`src/rtl/fifo_wr_arbiter.sv`:
```
// fifo_wr_arbiter
// Write-side scheduler for the asynchronous FIFO. Shares the single FIFO
// write port among NUM_REQ requesters with round-robin burst arbitration.
// Lives entirely in the FIFO write-clock domain.
//
// Ports:
//   clk_wr_i       write clock (rising edge)
//   mrst_n_i       asynchronous active-low reset
//   arb_en_i       1 = new grants allowed; 0 = finish current burst then park
//   req_valid_i    per-requester word valid
//   req_last_i     per-requester last word of packet (qualified by transfer)
//   req_data_i     packed data, requester k at [k*DATA_WIDTH +: DATA_WIDTH]
//   req_ready_o    per-requester ready, one-hot or zero
//   fifo_full_n_i  FIFO full flag, active-low
//   fifo_wr_o      FIFO write strobe
//   fifo_data_o    FIFO write data
//   grant_o        one-hot current owner, 0 when idle
//   busy_o         1 while a burst is in progress
//   word_cnt_o     total words written since reset, saturating
module fifo_wr_arbiter #(
  parameter int NUM_REQ    = 4,
  parameter int DATA_WIDTH = 18,
  parameter int MAX_BURST  = 16
) (
  input  logic                          clk_wr_i,
  input  logic                          mrst_n_i,
  input  logic                          arb_en_i,
  input  logic [NUM_REQ-1:0]            req_valid_i,
  input  logic [NUM_REQ-1:0]            req_last_i,
  input  logic [NUM_REQ*DATA_WIDTH-1:0] req_data_i,
  output logic [NUM_REQ-1:0]            req_ready_o,
  input  logic                          fifo_full_n_i,
  output logic                          fifo_wr_o,
  output logic [DATA_WIDTH-1:0]         fifo_data_o,
  output logic [NUM_REQ-1:0]            grant_o,
  output logic                          busy_o,
  output logic [15:0]                   word_cnt_o
);

  localparam int IDX_W = $clog2(NUM_REQ);
  localparam int CNT_W = $clog2(MAX_BURST) + 1;

  typedef enum logic {IDLE, BURST} state_t;

  state_t                r_state;
  state_t                w_nextState;
  logic [NUM_REQ-1:0]    r_grant;
  logic [IDX_W-1:0]      r_ownerIdx;
  logic [IDX_W-1:0]      r_lastIdx;
  logic [CNT_W-1:0]      r_burstCnt;
  logic [DATA_WIDTH-1:0] r_dataHold;
  logic [15:0]           r_wordCnt;

  logic                  w_startBurst;
  logic [IDX_W-1:0]      w_pickIdx;
  logic                  w_ownValid;
  logic                  w_ownLast;
  logic [DATA_WIDTH-1:0] w_ownData;
  logic                  w_xfer;
  logic                  w_capHit;
  logic                  w_exit;

  // Search last+1, last+2, ... modulo NUM_REQ. Iterating from the farthest
  // offset down lets the nearest valid requester overwrite earlier picks.
  function automatic logic [IDX_W-1:0] rrPick(input logic [NUM_REQ-1:0] v,
                                               input logic [IDX_W-1:0]   last);
    logic [IDX_W-1:0] pick;
    int               k;
    pick = '0;
    for (int i = NUM_REQ; i >= 1; i--) begin
      k = (int'(last) + i) % NUM_REQ;
      if (v[k]) pick = IDX_W'(k);
    end
    return pick;
  endfunction

  assign w_pickIdx    = rrPick(req_valid_i, r_lastIdx);
  assign w_startBurst = arb_en_i && (req_valid_i != '0);

  assign w_ownValid = req_valid_i[r_ownerIdx];
  assign w_ownLast  = req_last_i[r_ownerIdx];
  assign w_ownData  = req_data_i[r_ownerIdx*DATA_WIDTH +: DATA_WIDTH];

  assign w_xfer   = (r_state == BURST) && fifo_full_n_i && w_ownValid;
  // Current transfer would be word number MAX_BURST of this burst.
  assign w_capHit = (r_burstCnt == CNT_W'(MAX_BURST - 1));
  // Withdrawal only counts while the FIFO has space; a valid drop under
  // back-pressure keeps the burst alive.
  assign w_exit   = (r_state == BURST) &&
                    ((w_xfer && (w_ownLast || w_capHit)) ||
                     (fifo_full_n_i && !w_ownValid));

  always_ff @(posedge clk_wr_i or negedge mrst_n_i) begin
    if (!mrst_n_i) r_state <= IDLE;
    else           r_state <= w_nextState;
  end

  always_comb begin
    w_nextState = r_state;
    case (r_state)
      IDLE:    if (w_startBurst) w_nextState = BURST;
      BURST:   if (w_exit)       w_nextState = IDLE;
      default: w_nextState = IDLE;
    endcase
  end

  always_comb begin
    req_ready_o = (r_state == BURST && fifo_full_n_i) ? r_grant : '0;
    fifo_wr_o   = w_xfer;
    fifo_data_o = w_xfer ? w_ownData : r_dataHold;
    grant_o     = r_grant;
    busy_o      = (r_state == BURST);
    word_cnt_o  = r_wordCnt;
  end

  // Owner, burst bookkeeping and the data hold register.
  always_ff @(posedge clk_wr_i or negedge mrst_n_i) begin
    if (!mrst_n_i) begin
      r_grant    <= '0;
      r_ownerIdx <= '0;
      r_lastIdx  <= IDX_W'(NUM_REQ - 1);
      r_burstCnt <= '0;
      r_dataHold <= '0;
      r_wordCnt  <= '0;
    end else if (r_state == IDLE) begin
      if (w_startBurst) begin
        r_ownerIdx <= w_pickIdx;
        r_grant    <= {{(NUM_REQ-1){1'b0}}, 1'b1} << w_pickIdx;
        r_burstCnt <= '0;
      end
    end else begin
      if (w_xfer) begin
        r_burstCnt <= r_burstCnt + CNT_W'(1);
        r_dataHold <= w_ownData;
        if (r_wordCnt != 16'hFFFF) r_wordCnt <= r_wordCnt + 16'd1;
      end
      if (w_exit) begin
        r_lastIdx <= r_ownerIdx;
        r_grant   <= '0;
      end
    end
  end

endmodule
```
`config.mk`:
```
export PLATFORM = sky130hd
export DESIGN_NAME = fifo_wr_arbiter
export DESIGN_NICKNAME = d
export VERILOG_FILES = /design/src/rtl/fifo_wr_arbiter.sv
export SDC_FILE = /design/constraint.sdc
export NUM_CORES = 1
export LEC_CHECK = 0
export CAP_MARGIN = 0
export CORE_ASPECT_RATIO = 1.2
export CORE_MARGIN = 1.5
export CORE_UTILIZATION = 42
export DETAILED_ROUTE_END_ITERATION = 10
export HOLD_SLACK_MARGIN = 0.12
export PLACE_DENSITY = 0.81
export SLEW_MARGIN = 20
export SYNTH_ARGS = -nofsm -noshare
export SYNTH_HDL_FRONTEND = slang
export SYNTH_SLANG_ARGS = --single-unit
export TNS_END_PERCENT = 1
```
`constraint.sdc`:
```
create_clock -name clk_wr_i -period 2.19 [get_ports clk_wr_i]
set_clock_uncertainty 0.1 [all_clocks]
set_input_delay 0.438 -clock clk_wr_i [delete_from_list [all_inputs] [get_ports clk_wr_i]]
set_output_delay 0.438 -clock clk_wr_i [all_outputs]
set_load 0.02 [all_outputs]
```
# --- Word level (Yosys, flattened, before mapping) ---
# Cells that the tools add are included.
word_totals:
  register_bits: 48
  inputBits: 84
  out_inout_bits: 44
  elab_cells: 81
op_classes:
  n_addsub: 6
  mul: 1
  n_lt_le_gt_ge: 5
  eq_ne: 4
  shift: 2
  n_mux: 31
  bitwise_logic: 5
  reduce_logical: 20
ops:
  columns: ["cell", "count"]
  rows:
  - ["72-bit by 8-bit variable part select with 18-bit output", 1]
  - ["18-bit two-way mux", 1]
  - ["16-bit by 1-bit adder with 16-bit output (second input constant)", 1]
  - ["3-bit by 4-bit less-than comparator with 1-bit output (second input constant)", 4]
  - ["4-bit two-way mux", 4]
  - ["16-bit inequality test (second input constant)", 1]
  - ["5-bit two-way mux", 3]
  - ["1-bit binary-select mux with 2-bit select", 6]
  - ["1-bit two-way mux", 12]
  - ["2-bit two-way mux", 4]
  - ["2-bit AND reduction", 4]
  - ["2-bit OR reduction", 4]
  - ["1-bit logical AND", 6]
  - ["2-bit by 4-bit multiplier with 6-bit output (second input constant)", 1]
  - ["5-bit by 1-bit adder with 5-bit output (second input constant)", 1]
  - ["5-bit by 4-bit == test with 1-bit output (second input constant)", 1]
  - ["2-bit by 1-bit adder with 2-bit output (second input constant)", 2]
  - ["2-bit adder (second input constant)", 2]
  - ["1-bit bitwise AND (first input constant)", 4]
  - ["2-bit by 1-bit inequality test with 1-bit output (second input constant)", 2]
  - ["4-bit nonzero test", 1]
  - ["1-bit by 2-bit left shift with 4-bit output (first input constant)", 1]
  - ["2-bit by 3-bit less-than comparator with 1-bit output (second input constant)", 1]
  - ["3-bit AND reduction", 1]
  - ["5 further kinds", 6]

# --- Depth between registers and ports, before layout ---
# Gate-level depths: netlist of the first run.
depth:
  depth_word: 13
  mapped_depth: 7
  depth_no_buf: 7

# --- Least setup slack after synthesis of the first run ---
# No wires, ideal clock.
synth_timing:
  path_kind: "reg2out"
  startpoint: "register r_ownerIdx[0]"
  endpoint: "output port fifo_data_o[10]"
  arrival_ps: 1655
  t_required_ps: 1652
  setup_slack_ps: -3
  path_stages_with_launch: 8
  path_buffers: 2
  path_cell_list: "dfrtp_1 buf_6 mux4_2 nand2_4 inv_2 buf_2 nand2_1 nand2_1"
synth_via:
  elab_chain_cells: 4
  elab_cells_between_ends: 6
  cone_classes: "mul (1); shift (1); mux (3); reduce/logical (1)"
synth_rtl:
  columns: ["item", "line_no", "source"]
  rows:
  - ["from (decl)", "48", "logic [IDX_W-1:0] r_ownerIdx;"]
  - ["from (signal assigned)", "127", "r_ownerIdx <= w_pickIdx;"]
  - ["1-bit binary-select mux with 2-bit select", "80", "assign w_ownValid = req_valid_i[r_ownerIdx];"]
  - ["1-bit two-way mux (implied by the code)", "80", null]
  - ["1-bit logical AND", "84", "assign w_xfer = (r_state == BURST) && fifo_full_n_i && w_ownValid;"]
  - ["named net fifo_wr_o", "33", "output logic fifo_wr_o,"]
  - ["18-bit two-way mux", null, null]
  - ["to (decl)", "34", "output logic [DATA_WIDTH-1:0] fifo_data_o,"]
# The timed path passes the listed nets, and every way through them passes these cells. The select of a mux whose other input is x is not followed.

# --- Worst setup path in the final report of the first run ---
layout_timing:
  startpoint: "register r_ownerIdx[0]"
  endpoint: "output port fifo_data_o[16]"
layout_via:
  elab_chain_cells: 4
  elab_cells_between_ends: 6
  cone_classes: "mul (1); shift (1); mux (3); reduce/logical (1)"
layout_rtl:
  columns: ["item"]
  rows:
  - ["parallel branches: the longest is 3 deep, another holds 2-bit by 4-bit multiplier with 6-bit output"]
  - ["18-bit two-way mux *"]
# Mark *: on every way between the ends. The select of a mux whose other input is x is not followed.

==> flow_metrics.env, run 1 <==
export IMPL_antenna_found_initial=0
export IMPL_synthFlopType="dfrtp_1"
export IMPL_cp_end_kind="primary output"
export IMPL_start_util_pct=43.5
export IMPL_synth_fp_nets=357
export IMPL_violations="negative setup slack"
export IMPL_drt_pass1_iter_count=4
export IMPL_critPathLaunchType="flip-flop"
export IMPL_max_freq_mhz=399
export IMPL_power_mw=5.29
export IMPL_async_reset_ff_share_pct=100
export IMPL_detail_route_antenna_nets=0
export IMPL_std_cell_rows=32
export IMPL_fin_crit_ps=2510
export IMPL_hold_viol=0
export IMPL_dp_slack_ps=-872
export IMPL_arrival_ps=1970
export IMPL_num_io_pins=128
export IMPL_leakage_nw=2.22
export IMPL_place_gp_congestion=0.883
export IMPL_final_cell_mix="clkdlybuf4s50_1, nand2_1, dfrtp_1"
export IMPL_setup_tns_ps=-5550
export IMPL_cts_tree="built"
export IMPL_yosysWarningCount=0
export IMPL_ys_seq_area_share_pct=43.2
export IMPL_cts_sinks=48
export IMPL_nFillCells=474
export IMPL_clk_pin_slew_ps=90
export IMPL_p_per_area_nw_per_um2=1120
export IMPL_post_route_period_util_pct=115
export IMPL_rsz0062_at_grt="true"
export IMPL_drcViolationCount=0
export IMPL_drive_above_1_share_pct=30.5
export IMPL_maxCapViolCount=0
export IMPL_wl_per_cell_um=16.3
export IMPL_cts_buffer_depth=2
export IMPL_synth_distinct_cells=45
export IMPL_grt_max_degree=23
export IMPL_grt_pass1_vias=2898
export IMPL_holdWs_ps=362
export IMPL_dp_hpwl_um=6360
export IMPL_cpPeakStageDelay_ps=590
export IMPL_grt_overflow=0
export IMPL_layout_nets=526
export IMPL_synth_seq_cells=48
export IMPL_drt_first_iter_violations=148
export IMPL_areaGrowthSynthToFinish_pct=69.7
export IMPL_cts_root_buf="clkbuf_8"
export IMPL_grtUsageTotal_pct=25.1
export IMPL_routed_via_density=5.32
export IMPL_dieWidth_um=77.4
export IMPL_hold_class="reg2reg"
export IMPL_syn_avg_cell_area_um2=10.3
export IMPL_finalInstanceArea_um2=4730
export IMPL_required_ps=1650
export IMPL_cts_buffers=5
export IMPL_setup_viol=19
export IMPL_io_buffers=127
export IMPL_drt_wl_total_um=8580
export IMPL_chipHeight_um=92.3
export IMPL_final_common_cell="clkdlybuf4s50_1"
export IMPL_num_antenna_cells=0
export IMPL_dpl_cell_area_um2=4420
export IMPL_worstSkewPairLatency_ps=310
export IMPL_grt_pass1_wl_um=14000
export IMPL_worstSetupPathType="reg2out"
export IMPL_htreeDepth=2
export IMPL_die_area_um2=7140
export IMPL_critPathMaxFanout=7
export IMPL_worst_pin_slew_ps=590
export IMPL_status="finished with violations"
export IMPL_setup_ws_ps=-318
export IMPL_crit_chain="mux4_2 > nand2_4 > buf_12 > buf_12 > nand2_4 > nand2_2 > buf_6"
export IMPL_vias=2791
export IMPL_coreArea_um2=6410
export IMPL_synth_edf_count=0
export IMPL_vdd_drop_max_mv=0.780
export IMPL_syn_area_um2=2790
export IMPL_final_max_slew_violation_count=0
export IMPL_syn_inst=270
export IMPL_cp_slowest_cell="mux4_2"
export IMPL_max_slew_margin_pct=60.3
-- stage by stage --
step	utilization, %	cells
after floorplan	-	270
after global placement	69.0	511
after global routing	73.9	525
final	73.9	525
after CTS	72.7	525
after detailed placement	69.0	511
-- area by class of cell --
type	count	area, um2	share of cell area [%]
Clock buffer	8	90.1	1.90
Sequential cell	48	1200	25.4
Tap cell	85	106	2.25
Multi-Input combinational cell	205	1610	34.0
Inverter	5	26.3	0.555
Timing Repair Buffer	174	1700	35.8
-- worst max-delay path, delay by kind of cell, from the launching register on --
| family | cells | cell delay (ps) |
|---|---|---|
| flops | 1 | 420 |
| simple gates | 3 | 280 |
| buf+inv | 3 | 370 |
| mux | 1 | 590 |
-- kinds of logic (layout without fill, tap and decap cells) --
logic type	Yosys count	after routing	share of synthesized area, %
adder cells (fa/ha/maj)	3	3	1.35
XOR/XNOR	17	17	5.34
AND/OR/NAND/NOR	137	137	23.8
multiplexers	25	25	17.7
flip-flops	48	48	43.2
buffers and inverters	17	187	2.96
AO/OA/AOI/OAI	23	23	5.74
-- worst paths after layout --
check                                           start                    endpoint  slack (ps)  depth (start not counted)
max                         r_ownerIdx[0]$_DFFE_PN0P_             fifo_data_o[16]        -320                          7
min                        r_dataHold[17]$_DFFE_PN0P_  r_dataHold[17]$_DFFE_PN0P_         360                          2
max reg2reg                 r_ownerIdx[0]$_DFFE_PN0P_   word_cnt_o[1]$_DFFE_PN0P_          40                          8
min reg2reg                r_dataHold[17]$_DFFE_PN0P_  r_dataHold[17]$_DFFE_PN0P_         360                          2
max in group asynchronous                    mrst_n_i   word_cnt_o[0]$_DFFE_PN0P_         830                          3
min in group asynchronous                    mrst_n_i  word_cnt_o[15]$_DFFE_PN0P_         530                          2
-- cells in the mapped netlist (2+ instances only) --
library cell / n / area [um2]
a21oi_1: 6 / 30.0
and3_1: 8 / 50.1
buf_2: 6 / 30.0
clkbuf_1: 3 / 11.3
dfrtp_1: 46 / 1150
dfstp_2: 2 / 52.6
ha_1: 3 / 37.5
inv_1: 4 / 15.0
mux2_2: 4 / 45.0
mux2i_1: 2 / 20.0
mux4_2: 19 / 428
nand2_1: 84 / 315
nand2b_1: 2 / 12.5
nand3_1: 6 / 30.0
nand4_1: 9 / 56.3
nor2_1: 7 / 26.3
nor2b_1: 2 / 12.5
nor3_1: 8 / 40.0
nor3b_1: 2 / 15.0
nor4_1: 2 / 12.5
o21a_1: 2 / 15.0
o22ai_1: 4 / 25.0
o32ai_1: 2 / 17.5
xnor2_1: 4 / 35.0
xor2_1: 13 / 114
-- per-layer routing --
layer	part of all wire, %	GRT usage (%)	vias to the layer above
met4	1.5	6.52	0
met5	0	0	-
li1	-	-	1305
met2	55	45.8	87
met3	4.3	4.08	12
met1	39	30.5	1387
-- state kept, by name (all words and copies together) (netlist names) --
signal and flops:
r_lastIdx 2, r_ownerIdx 2, busy_o 1, word_cnt_o 16, r_burstCnt 5, r_dataHold 18, grant_o 4
-- where the power goes --
group	switching, mW	internal (mW)
sequential	0.250	1.21
combinational	1.60	1.68
clock	0.299	0.258
-- repair_timing --
action	CTS	global route
setup buffers	4	0
gates cloned	1	0
endpoints found under the hold margin	18	0
setup endpoints to repair	23	21
hold buffers	1	0
pin swaps	5	5
resized for setup	139	23
(Power assumes the default switching activity.)
==> run 2, diff against run 1 <==
CAP_MARGIN = 20   (was 0)
==> results of run 2 <==
The final DEF is identical to that of run 1; final timing and power are the same.
==> run 3, diff against run 2 <==
--- a/constraint.sdc
+++ b/constraint.sdc
@@ -3,3 +3,3 @@
 set_input_delay 0.438 -clock clk_wr_i [delete_from_list [all_inputs] [get_ports clk_wr_i]]
 set_output_delay 0.438 -clock clk_wr_i [all_outputs]
-set_load 0.02 [all_outputs]
+set_load 0.1 [all_outputs]
==> run 3 against run 2 <==
Effect of this change: the run still ends with negative setup slack left; register-to-register slack improved by 90 ps; largest power group unchanged; final area increased by 5.3%; die area unchanged; global-route usage decreased by 0.44 points; routed wire length decreased by 1.2%; core utilization increased by 3.9 points; critical path depth decreased by 1; via count decreased by 0.61%; critical path type unchanged; sequential power increased by 3%.
==> flow_metrics.env, run 3 (synthesis gave the netlist of run 1 again) <==
export IMPL_status="finished with violations"
export IMPL_violations="negative setup slack"
export IMPL_areaGrowthSynthToFinish_pct=78.7
export IMPL_routed_via_density=5.37
export IMPL_coreArea_um2=6410
export IMPL_clk_pin_slew_ps=80
export IMPL_final_cell_mix="clkdlybuf4s50_1, buf_4, nand2_1"
export IMPL_required_ps=1650
export IMPL_max_slew_margin_pct=61.9
export IMPL_multi_input_area_um2=1730
export IMPL_final_common_cell="clkdlybuf4s50_1"
export IMPL_worstSetupPathType="reg2out"
export IMPL_regArea_um2=1220
export IMPL_detail_route_antenna_nets=0
export IMPL_cts_sinks=48
export IMPL_setup_tns_ps=-5550
export IMPL_place_gp_congestion=0.825
export IMPL_post_route_period_util_pct=114
export IMPL_drcViolationCount=0
export IMPL_cts_buffers=5
export IMPL_chipHeight_um=92.3
export IMPL_num_io_pins=128
export IMPL_vias=2774
export IMPL_fin_crit_ps=2500
export IMPL_arrival_ps=1960
export IMPL_worst_pin_slew_ps=572
export IMPL_start_util_pct=43.5
export IMPL_vdd_drop_max_mv=1.32
export IMPL_place_inst=506
export IMPL_critPathMaxFanout=7
export IMPL_max_freq_mhz=400
export IMPL_leakage_nw=2.27
export IMPL_holdWs_ps=389
export IMPL_num_antenna_cells=0
export IMPL_grt_overflow=0
export IMPL_p_per_area_nw_per_um2=1590
export IMPL_grt_max_degree=27
export IMPL_cts_buffer_depth=2
export IMPL_worstSkewPairLatency_ps=300
export IMPL_setup_ws_ps=-311
export IMPL_regMostFlops="r_dataHold"
export IMPL_drt_pass1_iter_count=4
export IMPL_final_max_slew_violation_count=0
export IMPL_cts_tree="built"
export IMPL_grt_pass1_wl_um=13700
export IMPL_grt_pass1_vias=2825
export IMPL_hold_class="reg2reg"
export IMPL_critPathLaunchType="flip-flop"
export IMPL_drt_first_iter_violations=148
export IMPL_die_area_um2=7140
export IMPL_wl_per_cell_um=16.4
export IMPL_nFillCells=414
export IMPL_hold_viol=0
export IMPL_cp_end_kind="primary output"
export IMPL_dpl_cell_area_um2=4690
export IMPL_antenna_found_initial=0
export IMPL_std_cell_rows=32
export IMPL_largest_reg_flops=18
export IMPL_final_cells=517
export IMPL_dp_hpwl_um=6510
export IMPL_htreeDepth=2
export IMPL_maxCapViolCount=0
export IMPL_rsz0062_at_grt="true"
export IMPL_dp_slack_ps=-462
export IMPL_drive_above_1_share_pct=42.4
export IMPL_cts_root_buf="clkbuf_8"
export IMPL_drt_wl_total_um=8480
export IMPL_fin_util_pct=77.8
export IMPL_grtUsageTotal_pct=24.7
export IMPL_finalInstanceArea_um2=4980
export IMPL_dieWidth_um=77.4
export IMPL_power_mw=7.93
export IMPL_io_buffers=127
export IMPL_setup_viol=19
export IMPL_layout_nets=518
run 3: worst max-delay path, cell delays in order, from the launching register on:
cell and delay [ps]:
dfrtp_1 420, mux4_2 600, nand2_8 160, buf_12 170, nand2_4 70, nand2_4 70, buf_12 170
run 3: per-layer routing:
layer,part of all wire (%),GRT usage [%],routed length (um)
met1,36,27.3,3090
met2,56,46.7,4750
met3,5.7,6.27,487
met4,1.7,5.76,144
met5,0,0,0
run 3: what timing repair did:
item | in CTS | in global routing
resized for setup | 36 | 13
endpoints found under the hold margin | 22 | 0
pin swaps | 12 | 4
setup buffers | 1 | 0
gates cloned | 1 | 0
hold buffers | 1 | 0
setup endpoints to repair | 21 | 19
run 3: cell type report:
class / instances / share of cell area, %
Timing Repair Buffer: 166 / 35.9
Multi-Input combinational cell: 205 / 34.7
Inverter: 5 / 0.477
Sequential cell: 48 / 24.5
Clock buffer: 6 / 1.46
Clock inverter: 2 / 0.703
Tap cell: 85 / 2.13
run 3: path summary, 6_finish.rpt:
kind / start / to / slack, ps / cells past startpoint
worst max-delay path: r_ownerIdx[0]$_DFFE_PN0P_ / fifo_data_o[6] / -310 / 6
worst min-delay path: r_dataHold[4]$_DFFE_PN0P_ / r_dataHold[4]$_DFFE_PN0P_ / 390 / 2
worst max register to register: r_ownerIdx[0]$_DFFE_PN0P_ / r_burstCnt[0]$_DFFE_PN0P_ / 130 / 7
worst min register to register: r_dataHold[4]$_DFFE_PN0P_ / r_dataHold[4]$_DFFE_PN0P_ / 390 / 2
max in group asynchronous: mrst_n_i / r_lastIdx[1]$_DFFE_PN1P_ / 810 / 3
min in group asynchronous: mrst_n_i / word_cnt_o[11]$_DFFE_PN0P_ / 560 / 2
run 3: where the power goes:
group          internal, mW  leakage (nW)  switching, mW  total (mW)
Combinational          2.13          1.62           3.65        5.79
Clock                 0.339        0.0552          0.301       0.640
Sequential             1.22         0.595          0.280        1.50
==> variant 1, RTL diff (config.mk and constraints of run 1) <==
The parameter `NUM_REQ` goes from 4 to 8.
--- a/src/rtl/fifo_wr_arbiter.sv
+++ b/src/rtl/fifo_wr_arbiter.sv
@@ -18,7 +18,7 @@
 //   busy_o         1 while a burst is in progress
 //   word_cnt_o     total words written since reset, saturating
 module fifo_wr_arbiter #(
-  parameter int NUM_REQ    = 4,
+  parameter int NUM_REQ    = 8,
   parameter int DATA_WIDTH = 18,
   parameter int MAX_BURST  = 16
 ) (
Interface: changed (5 resized); port bits go from 128 to 216. No check against the original RTL was run, so the function may have changed too.
==> variant 1 against run 1 <==
The flow still finishes with violations (negative setup slack). First-iteration DRC count rose by 58%. Design area rose by 59%. Largest power group unchanged. Routed wire length rose by 95%. Setup slack got worse by 0.49 ns. Highest routed layer unchanged. Register-to-register slack got worse by 0.85 ns. Synthesized area rose by 57%. Sequential share of layout area fell by 7.4 points. Critical path depth rose by 1. Combinational power rose by 150%. Largest cell class is now multi-input combinational cells. Power rose by 100%. Sequential cell count rose by 6.
==> variant 1: results (changes against run 1) <==
status = finished, violations left
failing checks = negative setup slack
Sequential Power Share = 0.156 (-0.119)
Arrival @ worst endpoint = 3.08 ns (+1.11 ns)
Synth Area in Compound Gates = 0.137 (+0.0795)
mux cell area share after synthesis = 0.352 (+0.176)
Sw Pwr = 4.70 mW (+120%)
met1 wire length = 6050 µm (+81%)
Setup TNS Final = -30.00 ns (-24.46 ns)
syn nets = 561 (+57%)
post-CTS repair timing setup buffer count = 6 (+2)
post-synthesis sequential area ratio = 0.310 (-0.121)
final worst-path setup slack = -0.807 ns (-0.490 ns)
Routed Wire Length = 16700 µm (+95%)
DRT iter0 DRCs = 234 (+58%)
most common library cells after synthesis = dfrtp_1 (51), mux4_2 (50), a21oi_1 (44), nand2_1 (29), nor2_1 (28)
P_comb = 8.13 mW (+150%)
CTS Root Cell = clkbuf_16
LEAKAGE = 3.15 nW (+42%)
worst slack, placed = -1.22 ns (-0.352 ns)
NumNets Final = 829 (+58%)
drt pass-1 iters = 5 (+1)
Port Buf Inserts = 215 (+69%)
adder-cell share of the synthesized area = 0.0143 (+0.000868)
final instance count without filler cells = 790 (+50%)
Worst VDD drop = 0.831 mV (+6.6%)
CP max FO = 5 (-2)
placed instance area = 7070 µm² (+60%)
Final setup viols = 58 (+39)
Via density = 5.80 (+9.1%)
Syn Inst Count = 392 (+45%)
first-pass GRT wire length = 25600 µm (+83%)
M3 GR Usage = 0.0764 (+0.0356)
met2 WL = 8850 µm (+87%)
DP Wirelength = 12900 µm (+100%)
synth unique cells = 56 (+24%)
DR WL met3 = 1180 µm (+220%)
routability congestion estimate = 0.911 (+3.2%)
largest net degree at the start of global routing = 29 (+26%)
CTS resizes = 131 (-5.8%)
xor and xnor area share after synthesis = 0.0381 (-0.0153)
layout cell share with drive strength beyond 1 = 0.348 (+0.0434)
Total GRT Usage = 0.312 (+0.0611)
[variant 1: critical path: stages, from the launching register on]
cell and delay (ns):
dfstp_2 0.57, clkinv_4 0.07, ha_4 0.30, mux4_2 0.60, mux2_4 0.33, o31ai_4 0.22, a31oi_4 0.08, o311a_4 0.35
mux2_4 0.26
[variant 1: worst paths after layout]
| path | end | cells after the start | slack [ns] | startpoint |
|---|---|---|---|---|
| setup / recovery | r_ownerIdx[0]$_DFFE_PN0P_ | 8 | -0.81 | r_lastIdx[1]$_DFFE_PN1P_ |
| hold / removal | r_burstCnt[4]$_DFFE_PN0P_ | 2 | 0.39 | r_burstCnt[4]$_DFFE_PN0P_ |
| setup reg to reg | r_ownerIdx[0]$_DFFE_PN0P_ | 8 | -0.81 | r_lastIdx[1]$_DFFE_PN1P_ |
| hold reg to reg | r_burstCnt[4]$_DFFE_PN0P_ | 2 | 0.39 | r_burstCnt[4]$_DFFE_PN0P_ |
| max in group asynchronous | r_lastIdx[0]$_DFFE_PN1P_ | 3 | 0.79 | mrst_n_i |
| min in group asynchronous | word_cnt_o[14]$_DFFE_PN0P_ | 2 | 0.52 | mrst_n_i |
[variant 1: cell type report]
type                    count  area, µm²  area share
diodes                      3       7.51    0.000996
clock buffers               6        139      0.0184
clock inverters             2       16.3     0.00216
inverters                  10       42.5     0.00564
multi-input cells         300       3110       0.412
flip-flops and latches     54       1360       0.180
well taps                 126        158      0.0209
repair buffers            289       2710       0.359
[variant 1: kinds of logic (layout without fill, tap and decap cells)]
logic type / after synthesis / count (layout)
mux: 88 / 88
other cells: 0 / 3
fa+ha+maj: 5 / 5
buf+inv: 39 / 307
flops: 54 / 54
simple gates: 98 / 98
xor+xnor: 19 / 19
compound gates: 89 / 90
==> variant 2, RTL diff (settings of run 1) <==
Without the edit above. Reset style: synchronous (`mrst_n_i`), changed in 2 clocked blocks. Comments in the files are not updated.
--- a/src/rtl/fifo_wr_arbiter.sv
+++ b/src/rtl/fifo_wr_arbiter.sv
@@ -90,7 +90,7 @@
                     ((w_xfer && (w_ownLast || w_capHit)) ||
                      (fifo_full_n_i && !w_ownValid));
 
-  always_ff @(posedge clk_wr_i or negedge mrst_n_i) begin
+  always_ff @(posedge clk_wr_i) begin
     if (!mrst_n_i) r_state <= IDLE;
     else           r_state <= w_nextState;
   end
@@ -114,7 +114,7 @@
   end
 
   // Owner, burst bookkeeping and the data hold register.
-  always_ff @(posedge clk_wr_i or negedge mrst_n_i) begin
+  always_ff @(posedge clk_wr_i) begin
     if (!mrst_n_i) begin
       r_grant    <= '0;
       r_ownerIdx <= '0;
Formal check against the unedited RTL: differs if mrst_n_i is asserted again (counterexample within 4 cycles, from zero or initial values and one cycle with mrst_n_i low); with mrst_n_i held inactive, the same outputs for 4 cycles.
==> variant 2 against run 1 <==
The run still ends with negative setup slack left. Routed wire length is 6.4% lower. Synthesized area decreased by 3.7%. First-iteration DRC count down 28%. Design area down 6.1%. Setup slack improved by 0.18 ns. Sequential share of layout area is 3.7 points lower. Fmax grew 7.6%. Final cell count up 0.19%. Register-to-register slack improved by 0.05 ns. Non-clock buffer count down 19. Sequential cell count stayed put. Critical path type unchanged. Critical endpoint is now fifo_data_o[6]. Highest routed layer unchanged.
Power is not compared: it rests on default switching activity, and its combinational part moved more than twofold at a synthesized area within 25%.
==> variant 2: results (changes against run 1) <==
status = finished, violations left
#MultiIn Comb = 227 (+11%)
routability congestion estimate = 0.846 (-4.2%)
inverters = 6 (+1)
Via density = 5.33 (+0.31%)
Non-clk bufs = 155 (-11%)
CTS Root Cell = clkbuf_8
reg2reg end = word_cnt_o[13]$_SDFFE_PN0P_
clock network area share = 0.0211 (+0.00209)
first-pass GRT wire length = 12800 µm (-8.6%)
post-synthesis sequential area ratio = 0.358 (-0.0739)
worst slack, placed = -0.775 ns (+0.0966 ns)
synth unique cells = 46 (+2.2%)
final worst-path setup slack = -0.142 ns (+0.176 ns)
mux cell area share after synthesis = 0.174 (-0.00256)
largest net degree at the start of global routing = 27 (+17%)
failing checks = negative setup slack
vias in the first global route = 2723 (-6.0%)
Synth Area in Compound Gates = 0.0871 (+0.0297)
reg2reg setup slack = 0.09 ns (+0.05 ns)
layout cell share with drive strength beyond 1 = 0.248 (-0.0568)
CTS Buf Count = 5 (unchanged)
Worst Setup SP = r_ownerIdx[0]$_SDFFE_PN0P_
minimum hold slack = 0.391 ns (+0.0286 ns)
antenna cells = 0 (unchanged)
Total GRT Usage = 0.228 (-0.0228)
buffering overhead = 0.348 (-0.0104)
Synth Flop Type = dfxtp_1
synth top area cells = dfxtp_1 (36%), mux4_2 (16%), nand2_1 (9.2%)
placed instance area = 4190 µm² (-5.3%)
xor and xnor area share after synthesis = 0.0359 (-0.0175)
NumNets Final = 530 (+0.76%)
syn nets = 386 (+8.1%)
Post-synth ARST share = 0 (-1.00)
Fillers = 476 (+0.42%)
most common library cells after synthesis = nand2_1 (66), dfxtp_1 (48), mux4_2 (19), nor2_1 (19), and2_1 (18)
Reg area = 965 µm² (-20%)
CP max FO = 5 (-2)
clock latency on the worst-skew pair = 0.29 ns (-0.02 ns)
DRT iter0 DRCs = 107 (-28%)
clock buf count = 7 (-1)
Setup TNS Final = -2.45 ns (+3.10 ns)
r2r worst-path depth = 9 (+1)
delay of the slowest critical-path stage = 0.53 ns (-0.06 ns)
Hold Crit Start = grant_o[1]$_SDFFE_PN0P_
fin area = 4440 µm² (-6.1%)
adder-cell share of the synthesized area = 0.0140 (+0.000514)
Final setup viols = 19 (unchanged)
measured slew at the worst slew-check pin = 0.590 ns (-0.000216 ns)
placed cell count = 515 (+0.78%)
DP Wirelength = 6080 µm (-4.5%)
Critical Path Sink = fifo_data_o[6]
Worst Hold End = grant_o[1]$_SDFFE_PN0P_
post-CTS repair timing setup buffer count = 0 (-4)
-- variant 2: metal layers --
layer | track usage | vias to the layer above | share of wire
met5 | 0 | - | 0
met4 | 0.0926 | 0 | 0.023
met3 | 0.0343 | 15 | 0.033
met2 | 0.416 | 76 | 0.53
met1 | 0.266 | 1363 | 0.41
li1 | - | 1351 | -
-- variant 2: repair_timing --
| action | CTS | global route |
|---|---|---|
| pin swaps | 1 | 9 |
| endpoints found under the setup margin | 28 | 31 |
| gates cloned | 0 | 3 |
| resized for setup | 131 | 33 |
-- variant 2: power groups by stage --
| stage | Sequential (mW) | Clock [mW] | Combinational [mW] |
|---|---|---|---|
| CTS | 0.913 | 0.554 | 0.546 |
| global route | 0.917 | 0.580 | 0.601 |
| finish | 0.915 | 0.537 | 0.563 |
| detailed placement | 0.933 | 0 | 0.533 |
| global placement | 0.933 | 0 | 0.526 |
| floorplan | 0.935 | 0 | 0.244 |
